--- src/rtl/vga_sync_gen_pkg.sv ---
// Shared 640x480@60Hz timing constants and position helpers for the VGA sync generator
// and the pattern/memory blocks that use the same blank limits.
package vga_sync_gen_pkg;

    localparam int POS_W    = 10;

    localparam int H_VIS    = 640;
    localparam int H_FP     = 16;
    localparam int H_SYNC   = 96;
    localparam int H_BP     = 48;
    localparam int H_TOTAL  = H_VIS + H_FP + H_SYNC + H_BP;

    localparam int V_VIS    = 480;
    localparam int V_FP     = 10;
    localparam int V_SYNC   = 2;
    localparam int V_BP     = 33;
    localparam int V_TOTAL  = V_VIS + V_FP + V_SYNC + V_BP;

    localparam int HS_START = H_VIS + H_FP;
    localparam int HS_END   = HS_START + H_SYNC - 1;
    localparam int VS_START = V_VIS + V_FP;
    localparam int VS_END   = VS_START + V_SYNC - 1;

    // True when a counter value lies inside an inclusive [lo, hi] window.
    function automatic logic inWindow(input logic [POS_W-1:0] pos, input int lo, input int hi);
        return (int'(pos) >= lo) && (int'(pos) <= hi);
    endfunction

endpackage

--- src/rtl/vga_sync_gen_clk_tick_div.sv ---
// Reusable rate strobe: tick is high during the last Clk cycle of every DIV-cycle period.
module clk_tick_div #(
    parameter int DIV = 2
) (
    input  logic Clk,
    input  logic reset,
    output logic tick
);

    localparam int DW = (DIV > 1) ? $clog2(DIV) : 1;

    logic [DW-1:0] div;

    // With DIV=1 the counter sits at zero and tick stays high continuously.
    always_ff @(posedge Clk or posedge reset) begin
        if (reset) begin
            div <= '0;
        end else if (tick) begin
            div <= '0;
        end else begin
            div <= div + DW'(1);
        end
    end

    assign tick = (div == DW'(DIV - 1));

endmodule

--- src/rtl/vga_sync_gen.sv ---
// VGA timing source: pixel position, hsync/vsync and video_on for a 640x480@60Hz raster.
// Optional one-cycle frame_start strobe when VGA_FRAME_STROBE_EN is defined.
module vga_sync_gen #(
    parameter int CLK_DIV = 2,
    parameter int H_VIS   = vga_sync_gen_pkg::H_VIS,
    parameter int H_FP    = vga_sync_gen_pkg::H_FP,
    parameter int H_SYNC  = vga_sync_gen_pkg::H_SYNC,
    parameter int H_BP    = vga_sync_gen_pkg::H_BP,
    parameter int V_VIS   = vga_sync_gen_pkg::V_VIS,
    parameter int V_FP    = vga_sync_gen_pkg::V_FP,
    parameter int V_SYNC  = vga_sync_gen_pkg::V_SYNC,
    parameter int V_BP    = vga_sync_gen_pkg::V_BP
) (
    input  logic       Clk,
    input  logic       reset,
    output logic [9:0] Posx,
    output logic [9:0] Posy,
    output logic       hsync,
    output logic       vsync,
    output logic       video_on,
    output logic       pix_tick
`ifdef VGA_FRAME_STROBE_EN
    ,
    output logic       frame_start
`endif
);

    import vga_sync_gen_pkg::*;

    localparam int HT    = H_VIS + H_FP + H_SYNC + H_BP;
    localparam int VT    = V_VIS + V_FP + V_SYNC + V_BP;
    localparam int HS_LO = H_VIS + H_FP;
    localparam int HS_HI = HS_LO + H_SYNC - 1;
    localparam int VS_LO = V_VIS + V_FP;
    localparam int VS_HI = VS_LO + V_SYNC - 1;

    generate
        if (HT > 1024 || VT > 1024 || CLK_DIV < 1) begin : g_bad_cfg
            $error("vga_sync_gen: totals must fit 10-bit counters and CLK_DIV must be >= 1");
        end
    endgenerate

    logic       tick;
    logic       xWrap;
    logic       frameWrap;
    logic [9:0] nextX;
    logic [9:0] nextY;

    clk_tick_div #(.DIV(CLK_DIV)) u_div (
        .Clk  (Clk),
        .reset(reset),
        .tick (tick)
    );

    // Next raster position; the sync registers use it so they change on the same edge.
    always_comb begin
        xWrap     = (Posx == 10'(HT - 1));
        frameWrap = xWrap && (Posy == 10'(VT - 1));
        nextX     = xWrap ? 10'd0 : Posx + 10'd1;
        nextY     = Posy;
        if (xWrap) begin
            nextY = (Posy == 10'(VT - 1)) ? 10'd0 : Posy + 10'd1;
        end
    end

    always_ff @(posedge Clk or posedge reset) begin
        if (reset) begin
            Posx        <= '0;
            Posy        <= '0;
            pix_tick    <= 1'b0;
            hsync       <= 1'b1;
            vsync       <= 1'b1;
`ifdef VGA_FRAME_STROBE_EN
            frame_start <= 1'b0;
`endif
        end else begin
            pix_tick    <= tick;
`ifdef VGA_FRAME_STROBE_EN
            frame_start <= tick && frameWrap;
`endif
            if (tick) begin
                Posx  <= nextX;
                Posy  <= nextY;
                hsync <= !inWindow(nextX, HS_LO, HS_HI);
                vsync <= !inWindow(nextY, VS_LO, VS_HI);
            end
        end
    end

    assign video_on = (Posx < 10'(H_VIS)) && (Posy < 10'(V_VIS));

endmodule

--- config.mk ---
export PLATFORM = sky130hd
export DESIGN_NAME = vga_sync_gen
export DESIGN_NICKNAME = d
export VERILOG_FILES = /design/src/rtl/vga_sync_gen_pkg.sv /design/src/rtl/vga_sync_gen_clk_tick_div.sv /design/src/rtl/vga_sync_gen.sv
export SDC_FILE = /design/constraint.sdc
export NUM_CORES = 1
export LEC_CHECK = 0
export ABC_AREA = 1
export ABC_CLOCK_PERIOD_IN_PS = 3400
export BUFFER_PORTS_ARGS = -buffer_cell sky130_fd_sc_hd__buf_4
export CAP_MARGIN = 20
export CORE_MARGIN = 2
export CORE_UTILIZATION = 60
export DETAILED_ROUTE_END_ITERATION = 8
export PLACE_DENSITY = 0.91
export SLEW_MARGIN = 20
export SYNTH_ARGS = -nofsm -noshare
export SYNTH_HDL_FRONTEND = slang
export SYNTH_SLANG_ARGS = --single-unit
--- constraint.sdc ---
create_clock -name Clk -period 3.4 [get_ports Clk]
set_clock_uncertainty 0.05 [all_clocks]
set_input_delay 0.68 -clock Clk [delete_from_list [all_inputs] [get_ports Clk]]
set_output_delay 0.68 -clock Clk [all_outputs]
set_load 0.05 [all_outputs]
==> results of run 1 <==
[layout by cell type (no fill, tap or decap), types with 2 or more instances in the layout]
cell type   n
buf_4      25
nand3_1    21
nor2_1     36
nand2_2     3
dfrtp_1    22
o21ai_0    14
xor2_1      5
nand4_1     6
nor3_1      3
o22ai_1     2
clkbuf_4    3
inv_2       3
dfstp_2     2
ha_1        4
inv_1      30
nand2_1    75
[power by group through the flow]
stage                     combinational [W]  sequential [W]  clock [W]
after floorplan                  0.00000423        0.000291          0
after global placement           0.00000681        0.000291          0
after detailed placement         0.00000674        0.000291          0
after CTS                        0.00000677        0.000286   0.000156
after global routing             0.00000778        0.000286   0.000167
final                            0.00000622        0.000286   0.000152
[through the flow]
step	hold WS [ns]	util (%)
global placement	0.428	71.8
CTS	0.457	73.3
global route	0.475	73.3
detailed placement	0.434	71.8
finish	0.454	73.3
floorplan	0.302	-
[sequential cells by signal (all words and copies together) (netlist names)]
register    cells
Posx           10
pix_tick        1
Posy           10
hsync           1
vsync           1
u_div.tick      1
[critical path, delay by kind of cell, from the launching register on]
| family | cells | cell delay (ns) |
|---|---|---|
| AND/OR/NAND/NOR | 1 | 0.13 |
| buffers and inverters | 2 | 0.36 |
| flip-flops | 1 | 0.45 |
| AO/OA/AOI/OAI | 1 | 0.41 |
[worst paths after layout]
path / endpoint / slack, ns / depth (start not counted)
max in group asynchronous: Posy[3] / 2.25 / 2
worst min register to register: vsync / 0.45 / 2
worst min-delay path: vsync / 0.45 / 2
worst max register to register: vsync / 1.54 / 11
worst max-delay path: video_on / 1.00 / 4
min in group asynchronous: Posy[7] / 0.50 / 2
[metal layers]
| layer | GRT usage, % | wire [um] | vias to the layer above |
|---|---|---|---|
| met5 | 0 | 0 | - |
| met2 | 38.2 | 1590 | 55 |
| li1 | - | - | 799 |
| met4 | 6.46 | 46 | 0 |
| met3 | 5.12 | 235 | 10 |
| met1 | 35.2 | 1740 | 694 |
[logic make-up (layout without fill, tap and decap cells)]
kind of cell / after synthesis / after routing
flops: 24 / 24
xor+xnor: 6 / 6
fa+ha+maj: 4 / 4
buf+inv: 40 / 62
simple gates: 148 / 148
compound gates: 20 / 20
[area by class of cell]
| cell class | instances | area, um^2 | area share, % |
|---|---|---|---|
| clock buffers | 4 | 36.3 | 1.96 |
| repair buffers | 25 | 188 | 10.2 |
| inverters | 33 | 124 | 6.70 |
| flip-flops and latches | 24 | 603 | 32.6 |
| well taps | 30 | 37.5 | 2.03 |
| multi-input cells | 178 | 860 | 46.5 |
==> results.cfg, run 1 <==
[run_status]
status = finished clean

[sta]
rsz0062_at_grt = false
hold_viol = 0
fin_ws_ns = 1.00
slew_headroom_pct = 39.4
worstMarginPinSlew_ns = 0.908
tns_ns = 0
final-setup-viol-count = 0
post-route-period-util_pct = 70.6
max_freq_ghz = 0.417
drv_slew = 0
fin_crit_ns = 2.40

[synth]
synth_area_leaders = dfrtp_1 (34%), nand2_1 (17%), nor2_1 (8.3%)
synth_adder_area_share_pct = 3.07
yosysMostFrequentCell = nand2_1
yosys.area_share.simple_pct = 39.5
yosysTopAreaCellShare_pct = 33.8
syn_nets = 248
synth_edf_count = 0
synth-seq-cells = 24
synth_top_family_by_area = simple AND/OR/NAND/NOR gates
netlist_instances = 242
syn_area_um2 = 1630
ys_async_sr_fraction_pct = 100
yosys_warnings = 0
synthFlopType = dfrtp_1
synth_compound_area_share_pct = 6.83
synth_xor_area_share_pct = 3.22
yosysSeqAreaShare_pct = 37.0
syn_avg_cell_area_um2 = 6.74
ys_types = 26
yosys.area.top_type = dfrtp_1
muxShareOfSynthArea_pct = 0
synth_common_cells = nand2_1 (75), nor2_1 (36), inv_1 (30), dfrtp_1 (22), nand3_1 (21)

[floorplanning]
initial_core_util_pct = 64.6
fp.coreArea_um2 = 2520
die_w_um = 56.1
rows = 18
die-height_um = 56.1
die_area_um2 = 3150
ios = 26

[grt]
grt_pass1_wl_mm = 6.21
grt_overflow = 0
track_usage_pct = 24.7
grt_pass1_vias = 1397
antenna_found_initial = 0
grt_max_degree = 25

[clock_tree]
cts.sinks = 24
htreeDepth = 1
post_cts_resized = 0
root_buffer = clkbuf_4
cts.clk_slew.worst_paths_ns = 0.13
cts_tree = yes
postCtsSetupRepairBufs = 0
clk_path_buf_depth = 2
clk_latency_ns = 0.31
numCtsBuffers = 3
cts_hold_buf = 0

[pwr]
power.switching_w = 0.0000920
ir_drop_uv = 258
power_w = 0.000444
power_frac_comb_pct = 1.4
p_per_area_nw_per_um2 = 240
clockPowerShare_pct = 34.2
p_leak_nw = 0.997
p_seq_share_pct = 64.4
internal_power_w = 0.000352
netSwitchingFraction_pct = 20.7

[route]
vias = 1558
drt-total-wl_mm = 3.61
ant_nets = 0
wl_per_cell_um = 12.3
drc = 0
via_per_inst = 5.30
first_iter_violations = 77
first_pass_iters = 4

[critical_path]
cp.arrival_ns = 1.67
timing.rr.start = Posx[1]
startpoint = Posx[9]
crit_slowest_cell = dfrtp_1
cp_max_fo = 6
path_cells = nand2_1, inv_2, a2111oi_1, buf_4
critPathCaptureType = output pin
cp_slowest_stage_delay_ns = 0.45
startpoint_type = flop
worstPathRequired_ns = 2.67
worstSetupPathType = flop to output pin

[finish]
antenna_cells = 0
final_nets = 271
instances_no_fill = 294
fill_cells = 226
stdcell_area_um2 = 1850
drive_gt1_share_pct = 15.5
area_delta_synth_final_pct = 13.4

[placed_design]
placed_area_um2 = 1810
gp_congestion = 0.971
place_ws_ns = 1.40
hpwl_mm = 2.69
dp.cells = 290
io_buffer_count = 25

[hold_path]
hold_path.class = flop to flop
min_from = vsync

[job]
maxCapViolCount = 0
(Power assumes the default switching activity.)
==> inputs of run 2 (changes only) <==
ABC_CLOCK_PERIOD_IN_PS = 2100   (was 3400)
CORE_UTILIZATION = 51   (was 60)
PLACE_DENSITY = 0.83   (was 0.91)
clock period = 2.1 ns   (was 3.4 ns; I/O delays follow)
==> results.cfg, run 2 (synthesized netlist as in run 1, its figures left out) <==
[floorplanning]
fp.coreArea_um2 = 3050
die_w_um = 60.5
die-height_um = 60.5
rows = 20
initial_core_util_pct = 53.4
ios = 26
die_area_um2 = 3670

[finish]
layout_commonest_cell = nand2_1
drive_gt1_share_pct = 17.8
largest_registers = Posx: 10 flops, Posy: 10 flops
antenna_cells = 0
stdcell_area_um2 = 1930
final_nets = 276
utilization_pct = 63.1
instances_no_fill = 313
final_cell_mix = nand2_1 (75), nor2_1 (36), inv_1 (30)
area_delta_synth_final_pct = 18.1

[route]
first_pass_iters = 4
drt-total-wl_mm = 3.88
via_per_inst = 5.16
first_iter_violations = 117
vias = 1615
ant_nets = 0
drc = 0
wl_per_cell_um = 12.4

[clock_tree]
numCtsBuffers = 3
root_buffer = clkbuf_4
clk_path_buf_depth = 2
cts.clk_slew.worst_paths_ns = 0.13
postCtsSetupRepairBufs = 0
cts_tree = yes
cts.sinks = 24
htreeDepth = 1
clk_latency_ns = 0.32

[pwr]
internal_power_w = 0.000571
p_per_area_nw_per_um2 = 373
p_seq_share_pct = 64.3
netSwitchingFraction_pct = 20.6
ir_drop_uv = 415
clockPowerShare_pct = 34.1
power_frac_comb_pct = 1.6
p_leak_nw = 1.03
power.switching_w = 0.000148

[critical_path]
critPathTopFamily = flip-flops
cp.arrival_ns = 1.56
startpoint_type = flop
critPathCaptureType = output pin
crit_end = video_on
path_cells = nand2_1, nor3_1, buf_4, a2111oi_4, buf_6
worstPathRequired_ns = 1.63
cp_max_fo = 8
worst-path-stages = 5
cp_num_buf_inv = 2
worstSetupPathType = flop to output pin
r2r-end = vsync
timing.rr.start = Posx[1]
reg2reg_depth = 11
startpoint = Posy[6]
r2r_slack_ns = 0.30
cp_slowest_stage_delay_ns = 0.48
crit_slowest_cell = dfrtp_2

[grt]
antenna_found_initial = 0
track_usage_pct = 23.7
grt_overflow = 0
grt_max_degree = 25
grt_pass1_wl_mm = 6.58
grt_pass1_vias = 1416

[sta]
final-setup-viol-count = 0
hold_viol = 0
worstMarginPinSlew_ns = 0.504
drv_slew = 0
rsz0062_at_grt = false
max_freq_ghz = 0.492
fin_crit_ns = 2.03
fin_ws_ns = 0.0658
post-route-period-util_pct = 96.9
tns_ns = 0
slew_headroom_pct = 66.3

[run_status]
status = finished clean

[placed_design]
io_buffer_count = 25
hpwl_mm = 2.97
gp_congestion = 0.936
place_ws_ns = 0.323
dp.cells = 309
placed_area_um2 = 1880

[job]
maxCapViolCount = 0

[hold_path]
hold_path.class = input pin to asynchronous set/reset pin
run 2: cell type report:
cell class	instances	area, um^2
fill	299	1130
multi-input combinational	178	877
sequential	24	604
timing repair buffer	30	229
inverter	33	124
tap	44	55.1
clock buffer	4	36.3
run 2: how the worst min path moves through the flow:
| stage | start | to | slack (ns) |
|---|---|---|---|
| 2_1_floorplan | u_div.tick | pix_tick | 0.30 |
| 3_3_place_gp | hsync | hsync | 0.43 |
| 3_5_place_dp | reset | Posy[5] | 0.45 |
| 4_1_cts | reset | Posy[7] | 0.09 |
| 5_1_grt | reset | Posy[7] | 0.09 |
| 6_report | reset | Posy[7] | 0.08 |
run 2: power groups by stage:
stage          Sequential (W)  Combinational [W]  Clock, W
2_1_floorplan        0.000471         0.00000685         0
3_3_place_gp         0.000471          0.0000122         0
3_5_place_dp         0.000471          0.0000123         0
5_1_grt              0.000463          0.0000137  0.000270
4_1_cts              0.000462          0.0000123  0.000252
6_report             0.000462          0.0000115  0.000245
run 2: routing by layer:
layer	GRT usage, %	vias to the layer above	wire (um)
met5	0	-	0
met4	3.73	0	23
met3	4.26	5	225
met2	36.6	60	1790
met1	35.7	735	1850
li1	-	815	-
run 2: worst register-to-register path, stage by stage (launching register included):
cell,delay [ns]
dfrtp_1,0.45
ha_1,0.22
nand2_2,0.12
nor2_8,0.17
nand3_4,0.16
inv_2,0.17
nand3_1,0.08
nand2_1,0.11
nor2_1,0.06
nand2_1,0.06
nor2_1,0.04
nor2_1,0.07
run 2: through the flow:
stage,total power [W],hold slack (ns)
2_1_floorplan,0.000478,0.302
3_3_place_gp,0.000483,0.431
3_5_place_dp,0.000483,0.447
4_1_cts,0.000726,0.0902
5_1_grt,0.000747,0.0947
6_report,0.000719,0.0799
run 2: timing repair:
item | in CTS | in global routing
setup endpoints to repair | 0 | 1
resized for setup | 0 | 2
hold buffers | 0 | 0
==> inputs of run 3 (changes only) <==
CORE_UTILIZATION = 50   (was 51)
PLACE_DENSITY = 0.81   (was 0.83)
SLEW_MARGIN = default   (was 20)
SYNTH_HIERARCHICAL = 1   (was default)
==> results.cfg, run 3 <==
[critical_path]
r2r_slack_ns = 0.29
startpoint_type = flop
cp.arrival_ns = 1.46
timing.rr.start = Posx[0]
reg2reg_depth = 9
cp_max_fo = 6
worstPathRequired_ns = 1.63
critPathCaptureType = output pin
r2r-end = hsync
worstSetupPathType = flop to output pin

[clock_tree]
clk_latency_ns = 0.34
cts_tree = yes
postCtsSetupRepairBufs = 0
root_buffer = clkbuf_4
clk_path_buf_depth = 2
cts.clk_slew.worst_paths_ns = 0.15
cts.sinks = 24
numCtsBuffers = 3
htreeDepth = 1

[sta]
max_freq_ghz = 0.518
holdWs_ns = 0.398
worstMarginPinSlew_ns = 0.364
drv_slew = 0
tns_ns = 0
hold_viol = 0
post-route-period-util_pct = 92.0
rsz0062_at_grt = false
fin_crit_ns = 1.93
final-setup-viol-count = 0
slew_headroom_pct = 75.7

[grt]
grt_pass1_vias = 1356
track_usage_pct = 22.2
grt_pass1_wl_mm = 5.98
grt_max_degree = 22
grt_overflow = 0
antenna_found_initial = 0

[synth]
syn_nets = 225
synth_edf_count = 0
synthFlopType = dfrtp_1
synth_common_cells = nand2_1 (64), nor2_1 (26), inv_1 (25), dfrtp_1 (22), nand3_1 (20)
yosysTopAreaCellShare_pct = 35.1
synth-seq-cells = 24
synth_area_leaders = dfrtp_1 (35%), nand2_1 (15%), nand3_1 (6.4%)
syn_avg_cell_area_um2 = 7.17
yosysMostFrequentCell = nand2_1
ys_async_sr_fraction_pct = 100
netlist_instances = 219
syn_area_um2 = 1570
yosys.area.top_type = dfrtp_1
yosysSeqAreaShare_pct = 38.4
yosys_warnings = 6
ys_types = 33

[pwr]
internal_power_w = 0.000660
ir_drop_uv = 239
p_seq_share_pct = 56.1
netSwitchingFraction_pct = 19.9
p_per_area_nw_per_um2 = 441
power_frac_comb_pct = 1.6
p_leak_nw = 0.931
power.switching_w = 0.000164
clockPowerShare_pct = 42.3

[run_status]
status = finished clean

[finish]
area_delta_synth_final_pct = 19.0
largest_registers = Posx: 10 flops, Posy: 10 flops
fill_cells = 289
antenna_cells = 0
stdcell_area_um2 = 1870
final_nets = 254
drive_gt1_share_pct = 19.0
instances_no_fill = 291
final_cell_mix = nand2_1 (64), buf_4 (28), nor2_1 (26)
layout_commonest_cell = nand2_1

[placed_design]
io_buffer_count = 25
placed_area_um2 = 1800
dp.cells = 286
gp_congestion = 0.966
hpwl_mm = 2.52

[route]
via_per_inst = 5.08
drc = 0
drt-total-wl_mm = 3.44
first_pass_iters = 5
ant_nets = 0
first_iter_violations = 53
vias = 1479
wl_per_cell_um = 11.8

[hold_path]
hold_path.class = input pin to asynchronous set/reset pin

[floorplanning]
ios = 26
initial_core_util_pct = 51.9
rows = 20
die-height_um = 60.0
die_area_um2 = 3600
die_w_um = 60.0
fp.coreArea_um2 = 3030

[job]
maxCapViolCount = 0
run 3: kinds of logic after synthesis:
logic type / count (synthesis) / synth area share (%)
flip-flops: 24 / 38.4
AND/OR/NAND/NOR: 130 / 39.0
adder cells (fa/ha/maj): 4 / 3.19
buffers and inverters: 33 / 9.00
XOR/XNOR: 4 / 2.23
AO/OA/AOI/OAI: 24 / 8.13
run 3: power groups by stage:
stage	logic [W]	registers (W)	clock network [W]
after floorplan	0.00000701	0.000471	0
after global placement	0.0000128	0.000471	0
after detailed placement	0.0000130	0.000471	0
after CTS	0.0000143	0.000463	0.000357
after global routing	0.0000157	0.000463	0.000377
final	0.0000133	0.000462	0.000348
run 3: final cells by class:
class | count | area [um^2] | area share (%)
clock inverter | 1 | 30.0 | 1.61
tap | 44 | 55.1 | 2.95
timing repair buffer | 29 | 220 | 11.8
sequential | 24 | 604 | 32.4
inverter | 28 | 105 | 5.63
multi-input combinational | 162 | 831 | 44.5
clock buffer | 3 | 22.5 | 1.21
run 3: what timing repair did:
action / CTS / global route
gates resized for setup: 0 / 1
endpoints found under the hold margin: 10 / 0
setup endpoints to repair: 0 / 1
hold buffers: 1 / 0
run 3: worst max-delay path: stages, from the launching register on:
cell and delay (ns):
dfrtp_1 0.47, inv_1 0.19, a21oi_1 0.11, nor3_2 0.15
buf_4 0.21
run 3: worst max path at each step:
stage,cells after the start,end,slack (ns),from
CTS,4,video_on,0.09,Posy[5]
global route,11,vsync,0.03,Posx[1]
floorplan,3,video_on,0.07,Posx[7]
detailed placement,9,hsync,0.31,Posx[0]
finish,4,video_on,0.17,Posx[7]
global placement,9,hsync,0.31,Posx[1]
run 3: metrics by stage:
stage          setup slack, ns  total power [W]  utilization [%]
2_1_floorplan           0.0728         0.000478                -
3_5_place_dp             0.309         0.000484             59.6
5_1_grt                 0.0281         0.000855             61.7
3_3_place_gp             0.310         0.000484             59.6
4_1_cts                 0.0917         0.000834             61.7
6_report                 0.169         0.000824             61.7
run 3: routing by layer:
layer / part of all wire (%) / vias up / GRT usage [%]
met5: 0 / - / 0
met3: 4.2 / 5 / 3.25
met2: 45 / 45 / 34.9
li1: - / 760 / -
met1: 49 / 669 / 30.3
met4: 1.8 / 0 / 9.84
